`src/rtl/load_scheduler.sv`:
```
// load_scheduler: round-robin burst loader from one source stream into the FM and weight RAM write ports
module load_scheduler #(
  parameter int DATA_W    = 256,
  parameter int FM_ADDR_W = 10,
  parameter int WT_ADDR_W = 10,
  parameter int FM_BURST  = 18,
  parameter int WT_BURST  = 4,
  parameter int WT_STRIDE = 9,
  parameter int WT_HALF   = 256
) (
  input  logic                 clk,
  input  logic                 rst,
  input  logic                 fm_req,
  input  logic [FM_ADDR_W-1:0] fm_base,
  input  logic                 wt_req,
  input  logic [WT_ADDR_W-1:0] wt_base,
  input  logic                 src_valid,
  input  logic [DATA_W-1:0]    src_data,
  output logic                 src_ready,
  output logic                 fm_wr_en,
  output logic [FM_ADDR_W-1:0] fm_wr_addr,
  output logic [DATA_W-1:0]    fm_wr_data,
  output logic                 wt_wr_en,
  output logic [WT_ADDR_W-1:0] wt_wr_addr,
  output logic [DATA_W-1:0]    wt_wr_data,
  output logic                 fm_done,
  output logic                 wt_done,
  output logic                 busy,
  output logic                 req_overflow
);
  typedef enum logic [1:0] {IDLE, FM_LOAD, WT_LOAD} state_t;
  localparam int CNT_W = (FM_ADDR_W > 6 ? FM_ADDR_W : 6) + 1;
  state_t state_q, state_d;
  logic fm_pend_q, fm_pend_d, wt_pend_q, wt_pend_d;
  logic last_wt_q, last_wt_d, ovf_q, ovf_d;
  logic [FM_ADDR_W-1:0] fm_base_q, fm_base_d;
  logic [WT_ADDR_W-1:0] wt_base_q, wt_base_d;
  logic [CNT_W-1:0] cnt_q, cnt_d;
  logic fm_grant, wt_grant, fm_take, wt_take, hs, last_beat, fin;
  logic [31:0] wt_off;
  assign busy = state_q != IDLE;
  assign src_ready = busy;
  assign req_overflow = ovf_q;
  assign hs = src_valid & busy;
  assign fm_grant = (state_q == IDLE) & fm_pend_q & (!wt_pend_q | last_wt_q);
  assign wt_grant = (state_q == IDLE) & wt_pend_q & !fm_grant;
  assign last_beat = cnt_q == CNT_W'(state_q == WT_LOAD ? WT_BURST - 1 : FM_BURST - 1);
  assign fin = hs & last_beat;
  assign fm_take = fm_req & (!fm_pend_q | fm_grant);
  assign wt_take = wt_req & (!wt_pend_q | wt_grant);
  assign wt_off = (cnt_q[0] ? 32'(WT_STRIDE) : 32'd0) + 32'(cnt_q >> 1) * 32'(WT_HALF);
  // next-state: request latching, round-robin grant, beat counting
  always_comb begin
    fm_pend_d = fm_take | (fm_pend_q & !fm_grant);
    wt_pend_d = wt_take | (wt_pend_q & !wt_grant);
    fm_base_d = fm_take ? fm_base : fm_base_q;
    wt_base_d = wt_take ? wt_base : wt_base_q;
    ovf_d = ovf_q | (fm_req & !fm_take) | (wt_req & !wt_take);
    last_wt_d = fm_grant ? 1'b0 : wt_grant ? 1'b1 : last_wt_q;
    state_d = fm_grant ? FM_LOAD : wt_grant ? WT_LOAD : fin ? IDLE : state_q;
    cnt_d = (fm_grant | wt_grant | fin) ? '0 : hs ? cnt_q + 1'b1 : cnt_q;
  end
  // state register plus registered write ports and done pulses
  always_ff @(posedge clk) begin
    if (rst) begin
      state_q <= IDLE;
      fm_pend_q <= 1'b0;
      wt_pend_q <= 1'b0;
      fm_base_q <= '0;
      wt_base_q <= '0;
      last_wt_q <= 1'b1;
      ovf_q <= 1'b0;
      cnt_q <= '0;
      fm_wr_en <= 1'b0;
      fm_wr_addr <= '0;
      fm_wr_data <= '0;
      wt_wr_en <= 1'b0;
      wt_wr_addr <= '0;
      wt_wr_data <= '0;
      fm_done <= 1'b0;
      wt_done <= 1'b0;
    end else begin
      state_q <= state_d;
      fm_pend_q <= fm_pend_d;
      wt_pend_q <= wt_pend_d;
      fm_base_q <= fm_base_d;
      wt_base_q <= wt_base_d;
      last_wt_q <= last_wt_d;
      ovf_q <= ovf_d;
      cnt_q <= cnt_d;
      fm_wr_en <= hs & (state_q == FM_LOAD);
      wt_wr_en <= hs & (state_q == WT_LOAD);
      fm_done <= fin & (state_q == FM_LOAD);
      wt_done <= fin & (state_q == WT_LOAD);
      if (hs && state_q == FM_LOAD) begin
        fm_wr_addr <= fm_base_q + FM_ADDR_W'(cnt_q);
        fm_wr_data <= src_data;
      end
      if (hs && state_q == WT_LOAD) begin
        wt_wr_addr <= wt_base_q + WT_ADDR_W'(wt_off);
        wt_wr_data <= src_data;
      end
    end
  end
endmodule
```
`config.mk`:
```
export PLATFORM = sky130hd
export DESIGN_NAME = load_scheduler
export DESIGN_NICKNAME = d
export VERILOG_FILES = /design/src/rtl/load_scheduler.sv
export SDC_FILE = /design/constraint.sdc
export NUM_CORES = 1
export LEC_CHECK = 0
export BUFFER_PORTS_ARGS = -buffer_cell sky130_fd_sc_hd__buf_2
export CORE_AREA = 5 5 320 322
export CTS_BUF_LIST = sky130_fd_sc_hd__clkbuf_4
export CTS_CLUSTER_DIAMETER = 150
export DETAILED_ROUTE_END_ITERATION = 7
export DIE_AREA = 0 0 325 327
export GPL_ROUTABILITY_DRIVEN = 0
export GPL_TIMING_DRIVEN = 1
export SLEW_MARGIN = 40
export SYNTH_ARGS = -nofsm -noshare
export SYNTH_HDL_FRONTEND = slang
export SYNTH_SLANG_ARGS = --single-unit
```
`constraint.sdc`:
```
create_clock -name clk -period 2.4 [get_ports clk]
set_input_delay 0.12 -clock clk [delete_from_list [all_inputs] [get_ports clk]]
set_output_delay 0.12 -clock clk [all_outputs]
set_load 0.02 [all_outputs]
```
* Word-level counts from Yosys, hierarchy flattened
Cells that the tools add are included.
** Storage, ports and cells
- Bits in registers :: 573
- Bits of input ports :: 281
** Cells by class
- Add/subtract/negate cells :: 4
- Eq/ne operators :: 3
- Multiplexer cells :: 7
- Bitwise logic cells :: 25
- Reduce and logical (&&, ||, !) cells :: 15
** Operator list (count)
- adder 10 bit :: 2
- bitwise AND 1 bit :: 16
- adder 11 x 1 -> 11 bit, second input constant :: 1
- equality test 11 x 5 -> 1 bit :: 1
- adder 4 x 10 -> 10 bit :: 1
- OR 1 bit :: 9
- logical NOT 1 bit :: 6
- nonzero test 2 bit :: 3
- two-way mux 5 bit :: 1
- two-way mux 2 bit :: 2
- two-way mux 4 bit :: 1
- OR reduction 2 bit :: 2
- two-way mux 1 bit :: 3
- nonzero test 3 bit :: 1
- equality test 2 x 1 -> 1 bit, second input constant :: 1
- equality test 2 bit, second input constant :: 1
- logical AND 1 bit :: 2
- logical NOT 2 bit :: 1

* Logic depth before layout (Yosys ltp)
Gate-level depths: netlist of run 1.
- Depth after elaboration :: 10
- Depth in mapped cells :: 8
- Depth with buffers taken out :: 8

* Worst setup path before layout of run 1
Ideal clock, no wire load.
- Path type :: flip-flop to flip-flop
- Start point :: reg cnt_q[0]
- End point :: reg fm_wr_addr[6]
- Library setup time :: 0.062 ns
- Arrival time :: 2.025 ns
- Path slack :: 0.313 ns
- Stages on the path, launching flop included :: 9
- Buffers on the path :: 0
- Path through :: dfxtp_1 ha_1 inv_1 fa_1 nand2b_1 a21oi_1 o21ai_0 or4_1 nand3_1
** On the way
- Cells in the longest elaborated chain, start to end :: 1
** Ends and longest elaborated chain
- start: declaration :: line 38 : logic [CNT_W-1:0] cnt_q, cnt_d;
- start signal: assignment :: line 90 : cnt_q <= cnt_d;
- adder 10 bit :: line 96 : fm_wr_addr <= fm_base_q + FM_ADDR_W'(cnt_q);
- end signal: assignment :: line 96
- end: declaration :: line 21 : output logic [FM_ADDR_W-1:0] fm_wr_addr,
Every way passes these cells.
A chain may end at the register's enable or synchronous reset.

* Worst setup path after layout of run 1
- Start point :: reg state_q[0]
- End point :: reg wt_base_q[2]
** On the way
- Cells in the longest elaborated chain, start to end :: 7
- Elaborated cells on any way between the ends :: 8
- Those cells by class :: bitwise: 6; reduce/logical: 2
** Ends and longest elaborated chain
- start: declaration :: line 33 : state_t state_q, state_d;
- start signal: assignment :: line 83 : state_q <= state_d;
- logical NOT 2 bit * :: line 45, 46
- bitwise AND 1 bit (2 in series) :: line 45 : assign fm_grant = (state_q == IDLE) & fm_pend_q & (!wt_pend_q | last_wt_q);
- logical NOT 1 bit :: line 46 : assign wt_grant = (state_q == IDLE) & wt_pend_q & !fm_grant;
- bitwise AND 1 bit * :: line 46
- OR 1 bit * :: line 50 : assign wt_take = wt_req & (!wt_pend_q | wt_grant);
- bitwise AND 1 bit * :: line 50
- end signal: assignment :: line 87 : wt_base_q <= wt_base_d;
- end: declaration :: line 37 : logic [WT_ADDR_W-1:0] wt_base_q, wt_base_d;
Mark *: on every way between the ends. The rest lies on a longest branch, timed or not.

==> results.py, run 1 <==
metrics = {
    "outcome": {
        "outcome": "finished clean",
    },
    "synthesis": {
        "synthArstFlopShare": 0,
        "syn-num-nets": 2844,
        "ys_types": 52,
        "ys_ff_latch": 573,
        "synth-seq-area-share": 0.565,
        "avgSynthCellArea_sq_um": 7.97,
        "synth_area_sq_um": 20300,
        "netlist_instances": 2548,
        "synth_edf_count": 0,
        "yosys_warnings": 0,
        "ys.flop_type": "dfxtp_1",
    },
    "place": {
        "dp_cells": 4555,
        "placed_area_sq_um": 26200,
        "port_buffers": 819,
        "dp_slack_ns": 0.270,
        "place_hpwl_microns": 57800,
    },
    "route": {
        "first_iter_violations": 1371,
        "vias": 23600,
        "wire_per_inst_microns": 16.4,
        "routed_wirelength_microns": 88900,
        "vias_per_cell": 4.36,
        "post-route-drc-count": 0,
        "first_pass_iters": 5,
        "ant_nets": 0,
    },
    "timing": {
        "min_period_over_period": 0.948,
        "fin_tns_setup_ns": 0,
        "worst_hold_slack_ns": 0.255,
        "fin_crit_ns": 2.28,
        "fin_ws_ns": 0.125,
        "hold_viol": 0,
        "worst_slew_pin_slew_ns": 0.749,
        "finalClockSkew_ns": 0.0460,
        "relSlewSlack": 0.501,
        "max_freq_mhz": 440,
        "rsz0062_at_grt": "no",
        "setup_viol": 0,
        "finalMaxSlewViolations": 0,
    },
    "cells_and_area": {
        "syn2layout_area_growth_pct": 67.5,
        "mostFrequentLayoutCells": "nand2_1, buf_2, dlygate4sd3_1, dfxtp_1, a21oi_1",
        "drive_above_1_share": 0.280,
        "final_common_cell": "nand2_1",
        "fin_cells": 5410,
        "design_area_sq_um": 34000,
        "nets": 4294,
    },
    "pwr": {
        "p_per_area_nw_per_um2": 653,
        "vdd_ir_drop_max_v": 0.000358,
        "power.static_leakage_nw": 14.6,
    },
    "floorplan": {
        "core-area_sq_um": 99300,
        "die_h_microns": 327,
        "fp.dieArea_sq_um": 106000,
        "start_util": 0.205,
        "dieWidth_microns": 325,
        "rows": 116,
        "num_io_pins": 820,
    },
    "setup_path": {
        "crit_path_start_kind": "flip-flop",
        "cp_cell_sequence": "nor2_4, a21boi_0, nand2b_1, mux2i_1, dlygate4sd3_1, nor2_1",
        "cp.required_ns": 3.27,
        "crit_type": "reg -> reg",
        "worstPathArrival_ns": 3.15,
        "cpMaxStageDelayCell": "dlygate4sd3_1",
        "worst_setup_path_end_kind": "flip-flop",
        "critPathMaxFanout": 9,
        "max_stage_delay_ns": 0.58,
        "r2r_cells": 6,
    },
    "global_routing": {
        "grt_pass1_vias": 24000,
        "grt_max_degree": 139,
        "grt_pass1_wl_microns": 134000,
        "overflow": 0,
        "grt_use_total": 0.158,
        "antenna_found_initial": 3,
    },
    "clock_tree": {
        "cts_tree": "done",
        "cts_made_buffers": 158,
        "clk_path_buf_depth": 3,
        "root_buffer": "clkbuf_4",
        "clk_pin_slew_ns": 0.06,
        "cts_setup_buffers": 0,
        "cts_sinks": 573,
        "htree_levels": 4,
        "insertion_delay_ns": 0.99,
    },
    "worst_hold_path": {
        "hold_class": "in -> reg",
        "hold-path-cell-count": 6,
    },
    "job": {
        "max_cap_viol_count": 0,
    },
}
==> worst paths after layout <==
kind	start	endpoint	slack [ns]
max	state_q[0]	wt_base_q[2]	0.12
min	fm_req	fm_base_q[2]	0.25
max reg2reg	state_q[0]	wt_base_q[2]	0.12
min reg2reg	fm_wr_data[133]	fm_wr_data[133]	0.45
==> routing by layer <==
layer / GRT usage / up-vias / share of wire
li1: - / 11300 / -
met1: 0.175 / 11000 / 0.39
met2: 0.264 / 1098 / 0.48
met3: 0.0545 / 258 / 0.083
met4: 0.0889 / 0 / 0.053
met5: 0 / - / 0
==> synthesized netlist by cell type, drive strengths merged (2+ instances only) <==
cell type	n	area [sq um]
nor2	59	229
nor2b	3	21.3
clkbuf	146	548
a21boi	3	22.5
nor4b	5	43.8
xnor2	8	70.1
o21ai	11	55.1
nand3	8	40.0
nand2	1051	3950
and4	4	36.3
nand4	5	31.3
o21a	2	15.0
nor3	6	41.3
or4	3	26.3
dfxtp	573	11500
nand2b	5	31.3
a31oi	4	25.0
buf	37	188
xor2	12	105
a211oi	11	82.6
nor3b	2	20.0
mux2i	21	210
inv	6	22.5
nor4	2	12.5
a21oi	528	2640
and3	2	12.5
ha	14	175
a31o	2	17.5
==> cells by family (layout without fill, tap and decap cells) <==
group | after synthesis | count (layout) | synth area share
AO/OA/AOI/OAI | 570 | 570 | 0.146
flip-flops | 573 | 573 | 0.565
adder cells (fa/ha/maj) | 15 | 15 | 0.00961
other | 0 | 5 | 0
XOR/XNOR | 20 | 20 | 0.00863
multiplexers | 21 | 21 | 0.0104
buffers and inverters | 190 | 1749 | 0.0375
AND/OR/NAND/NOR | 1159 | 1159 | 0.223
==> timing repair <==
action                                  CTS  global route
gates resized for setup                   0             1
pin swaps                                 1             0
endpoints found under the setup margin    2             2
hold buffers                            581             0
hold endpoints to repair                573             0
==> flip-flops by register name (all words and copies together), names as in the netlist <==
| register | count |
|---|---|
| cnt_q | 11 |
| wt_pend_q | 1 |
| req_overflow | 1 |
| fm_wr_en | 1 |
| wt_wr_en | 1 |
| wt_wr_addr | 10 |
| last_wt_q | 1 |
| fm_wr_data | 256 |
| wt_done | 1 |
| fm_base_q | 10 |
| fm_wr_addr | 10 |
| state_q | 2 |
| wt_base_q | 10 |
| fm_done | 1 |
| fm_pend_q | 1 |
| wt_wr_data | 256 |
==> per-stage QoR <==
| stage | total power [mW] | utilization |
|---|---|---|
| final | 22.2 | 0.342 |
| after global routing | 23.4 | 0.342 |
| after CTS | 22.5 | 0.342 |
| after detailed placement | 12.6 | 0.263 |
| after global placement | 12.5 | 0.263 |
| after floorplan | 11.4 | - |
==> cell type report <==
class                           count  area (sq um)
Inverter                            7          26.3
Clock inverter                     36           258
Antenna cell                        5          12.5
Sequential cell                   573         11500
Tap cell                         1298          1620
Multi-Input combinational cell   1785          8080
Fill cell                       10200         65300
Clock buffer                      233          1750
Timing Repair Buffer             1473         10800
==> power breakdown <==
group / switching (mW) / total (mW) / internal, mW
logic: 1.73 / 3.14 / 1.41
registers: 0.190 / 10.0 / 9.85
clock network: 4.20 / 9.04 / 4.84
total: 6.12 / 22.2 / 16.1
==> worst max-delay path, delay by kind of cell, from the launching register on <==
kind	cells	cell delay, ns
AND/OR/NAND/NOR	3	0.56
multiplexers	1	0.25
buffers and inverters	1	0.58
flip-flops	1	0.47
AO/OA/AOI/OAI	1	0.30
Power figures use the tool's default switching activity.
==> inputs of run 2 (changes only) <==
- BUFFER_PORTS_ARGS: -buffer_cell sky130_fd_sc_hd__buf_2 -> -buffer_cell sky130_fd_sc_hd__clkbuf_2
- PLACE_DENSITY: default -> 0.41
==> run 2 against run 1 <==
Effect of this change: setup slack improved by 0.0030 ns; wire length rose by 0.50%; global-route usage is 0.21 points higher; combinational power hardly changed; register-to-register slack hardly changed; via count down 3.6%; non-clock buffer count increased by 7; critical path type unchanged; largest power group unchanged.
==> results.py, run 2 (synthesis results as in run 1) <==
metrics = {
    "global_routing": {
        "grt_pass1_vias": 22900,
        "grt.busiest_layer": "met2",
        "antenna_found_initial": 3,
        "overflow": 0,
        "grt_use_total": 0.160,
        "grt_use_met2": 0.271,
        "grt_util_met3": 0.0556,
        "grt_max_degree": 150,
        "met1_usage": 0.185,
        "grt_pass1_wl_microns": 136000,
    },
    "clock_tree": {
        "cts_made_buffers": 166,
        "clk_path_buf_depth": 3,
        "clk_pin_slew_ns": 0.06,
        "root_buffer": "clkbuf_4",
        "cts_tree": "done",
        "cts_setup_buffers": 0,
        "cts_sinks": 573,
        "insertion_delay_ns": 1.02,
        "htree_levels": 4,
    },
    "pwr": {
        "total_power_mw": 22.4,
        "power.static_leakage_nw": 14.3,
        "p_per_area_nw_per_um2": 655,
        "vdd_ir_drop_max_v": 0.000416,
    },
    "setup_path": {
        "worstPathArrival_ns": 3.22,
        "cp_top_family": "buffers and inverters",
        "cpMaxStageDelayCell": "dlygate4sd3_1",
        "r2r_cells": 6,
        "max_stage_delay_ns": 0.57,
        "crit_path_start_kind": "flip-flop",
        "crit_type": "reg -> reg",
        "worst_setup_path_end_kind": "flip-flop",
        "r2r_start": "state_q[0]",
        "cp.required_ns": 3.34,
        "reg2reg_to": "fm_wr_data[238]",
        "critPathMaxFanout": 27,
        "cp_cell_sequence": "and3b_4, buf_12, buf_4, nand2_1, a21oi_1, dlygate4sd3_1",
        "r2r_slack_ns": 0.13,
        "crit_buf_inv": 3,
    },
    "route": {
        "first_iter_violations": 952,
        "vias": 22800,
        "routed_wirelength_microns": 89300,
        "post-route-drc-count": 0,
        "vias_per_cell": 4.19,
        "wire_per_inst_microns": 16.5,
        "ant_nets": 0,
        "first_pass_iters": 5,
    },
    "cells_and_area": {
        "mostFrequentLayoutCells": "nand2_1, clkbuf_2, dlygate4sd3_1, dfxtp_1, a21oi_1",
        "syn2layout_area_growth_pct": 68.3,
        "design_area_sq_um": 34200,
        "fin_cells": 5428,
        "final_common_cell": "nand2_1",
        "drive_above_1_share": 0.283,
        "largest_registers": "fm_wr_data (256), wt_wr_data (256), cnt_q (11)",
        "nets": 4310,
        "fill_cells": 10800,
    },
    "floorplan": {
        "dieWidth_microns": 325,
        "fp.dieArea_sq_um": 106000,
        "core-area_sq_um": 99300,
        "start_util": 0.205,
        "rows": 116,
        "num_io_pins": 820,
        "die_h_microns": 327,
    },
    "timing": {
        "min_period_over_period": 0.947,
        "max_freq_mhz": 440,
        "worst_slew_pin_slew_ns": 0.838,
        "relSlewSlack": 0.441,
        "finalClockSkew_ns": 0.0564,
        "setup_viol": 0,
        "hold_viol": 0,
        "fin_ws_ns": 0.128,
        "rsz0062_at_grt": "yes",
        "finalMaxSlewViolations": 0,
        "fin_crit_ns": 2.27,
    },
    "worst_hold_path": {
        "min_from": "src_valid",
        "hold-path-cell-count": 5,
        "hold_class": "in -> reg",
        "hold_path_end": "state_q[0]",
    },
    "place": {
        "dp_slack_ns": 0.312,
        "dp_cells": 4552,
        "place_hpwl_microns": 61200,
        "placed_area_sq_um": 26200,
        "port_buffers": 819,
    },
    "outcome": {
        "outcome": "finished clean",
    },
    "job": {
        "max_cap_viol_count": 0,
    },
}
[run 2: cell types whose count changed in the layout (fill, tap and decap cells not counted), moves of 3 or more]
cell | previous run | this run
buf_12 | 24 | 27
clkbuf_4 | 233 | 248
inv_2 | 2 | 6
buf_2 | 818 | 0
buf_4 | 49 | 44
dlygate4sd3_1 | 580 | 590
clkbuf_2 | 0 | 818
clkinv_1 | 26 | 18
[run 2: how the worst max path moves through the flow]
stage                          start         endpoint  slack, ns  cells past startpoint
after floorplan             cnt_q[0]    fm_wr_addr[6]       0.31                      8
after global placement      cnt_q[1]    fm_wr_addr[6]       0.33                      7
after detailed placement    cnt_q[1]    fm_wr_addr[6]       0.31                      7
after CTS                 state_q[0]   fm_wr_data[77]       0.08                      6
after global routing      state_q[0]   fm_wr_data[36]     -0.004                      6
final                     state_q[0]  fm_wr_data[238]       0.13                      6
[run 2: report_power, final]
group          internal [mW]  leakage [nW]  switching (mW)  total [mW]
Sequential              9.85          4.64           0.196        10.0
Combinational           1.42          8.44            1.72        3.14
Clock                   4.88          1.24            4.30        9.18
Total                   16.2          14.3            6.22        22.4
[run 2: area by class of cell]
| cell class | count | area (sq um) | share of cell area |
|---|---|---|---|
| Sequential cell | 573 | 11500 | 0.336 |
| Timing Repair Buffer | 1480 | 10900 | 0.319 |
| Multi-Input combinational cell | 1786 | 8100 | 0.237 |
| Clock buffer | 248 | 1860 | 0.0545 |
| Tap cell | 1298 | 1620 | 0.0475 |
| Clock inverter | 30 | 185 | 0.00542 |
| Inverter | 7 | 26.3 | 0.000769 |
| Antenna cell | 6 | 15.0 | 0.000439 |
[run 2: timing repair]
action,CTS,global route
gates resized for setup,0,4
setup endpoints to repair,0,5
hold buffers,591,0
hold endpoints to repair,573,0
[run 2: tightest hold or removal path, delay by kind of cell]
family | cells | cell delay (ns)
compound gates | 2 | 0.25
buf+inv | 3 | 0.98
[run 2: stage by stage]
stage               utilization  hold slack (ns)  TNS [ns]
detailed placement        0.264            0.359         0
CTS                       0.344            0.117         0
global route              0.344            0.298  -0.00433
global placement          0.264            0.353         0
finish                    0.344            0.418         0
floorplan                     -            0.241         0
[run 2: metal layers]
metal	routed length [microns]	part of all wire
met5	0	0
met2	44000	0.49
met3	6150	0.069
met4	3050	0.034
met1	36100	0.40
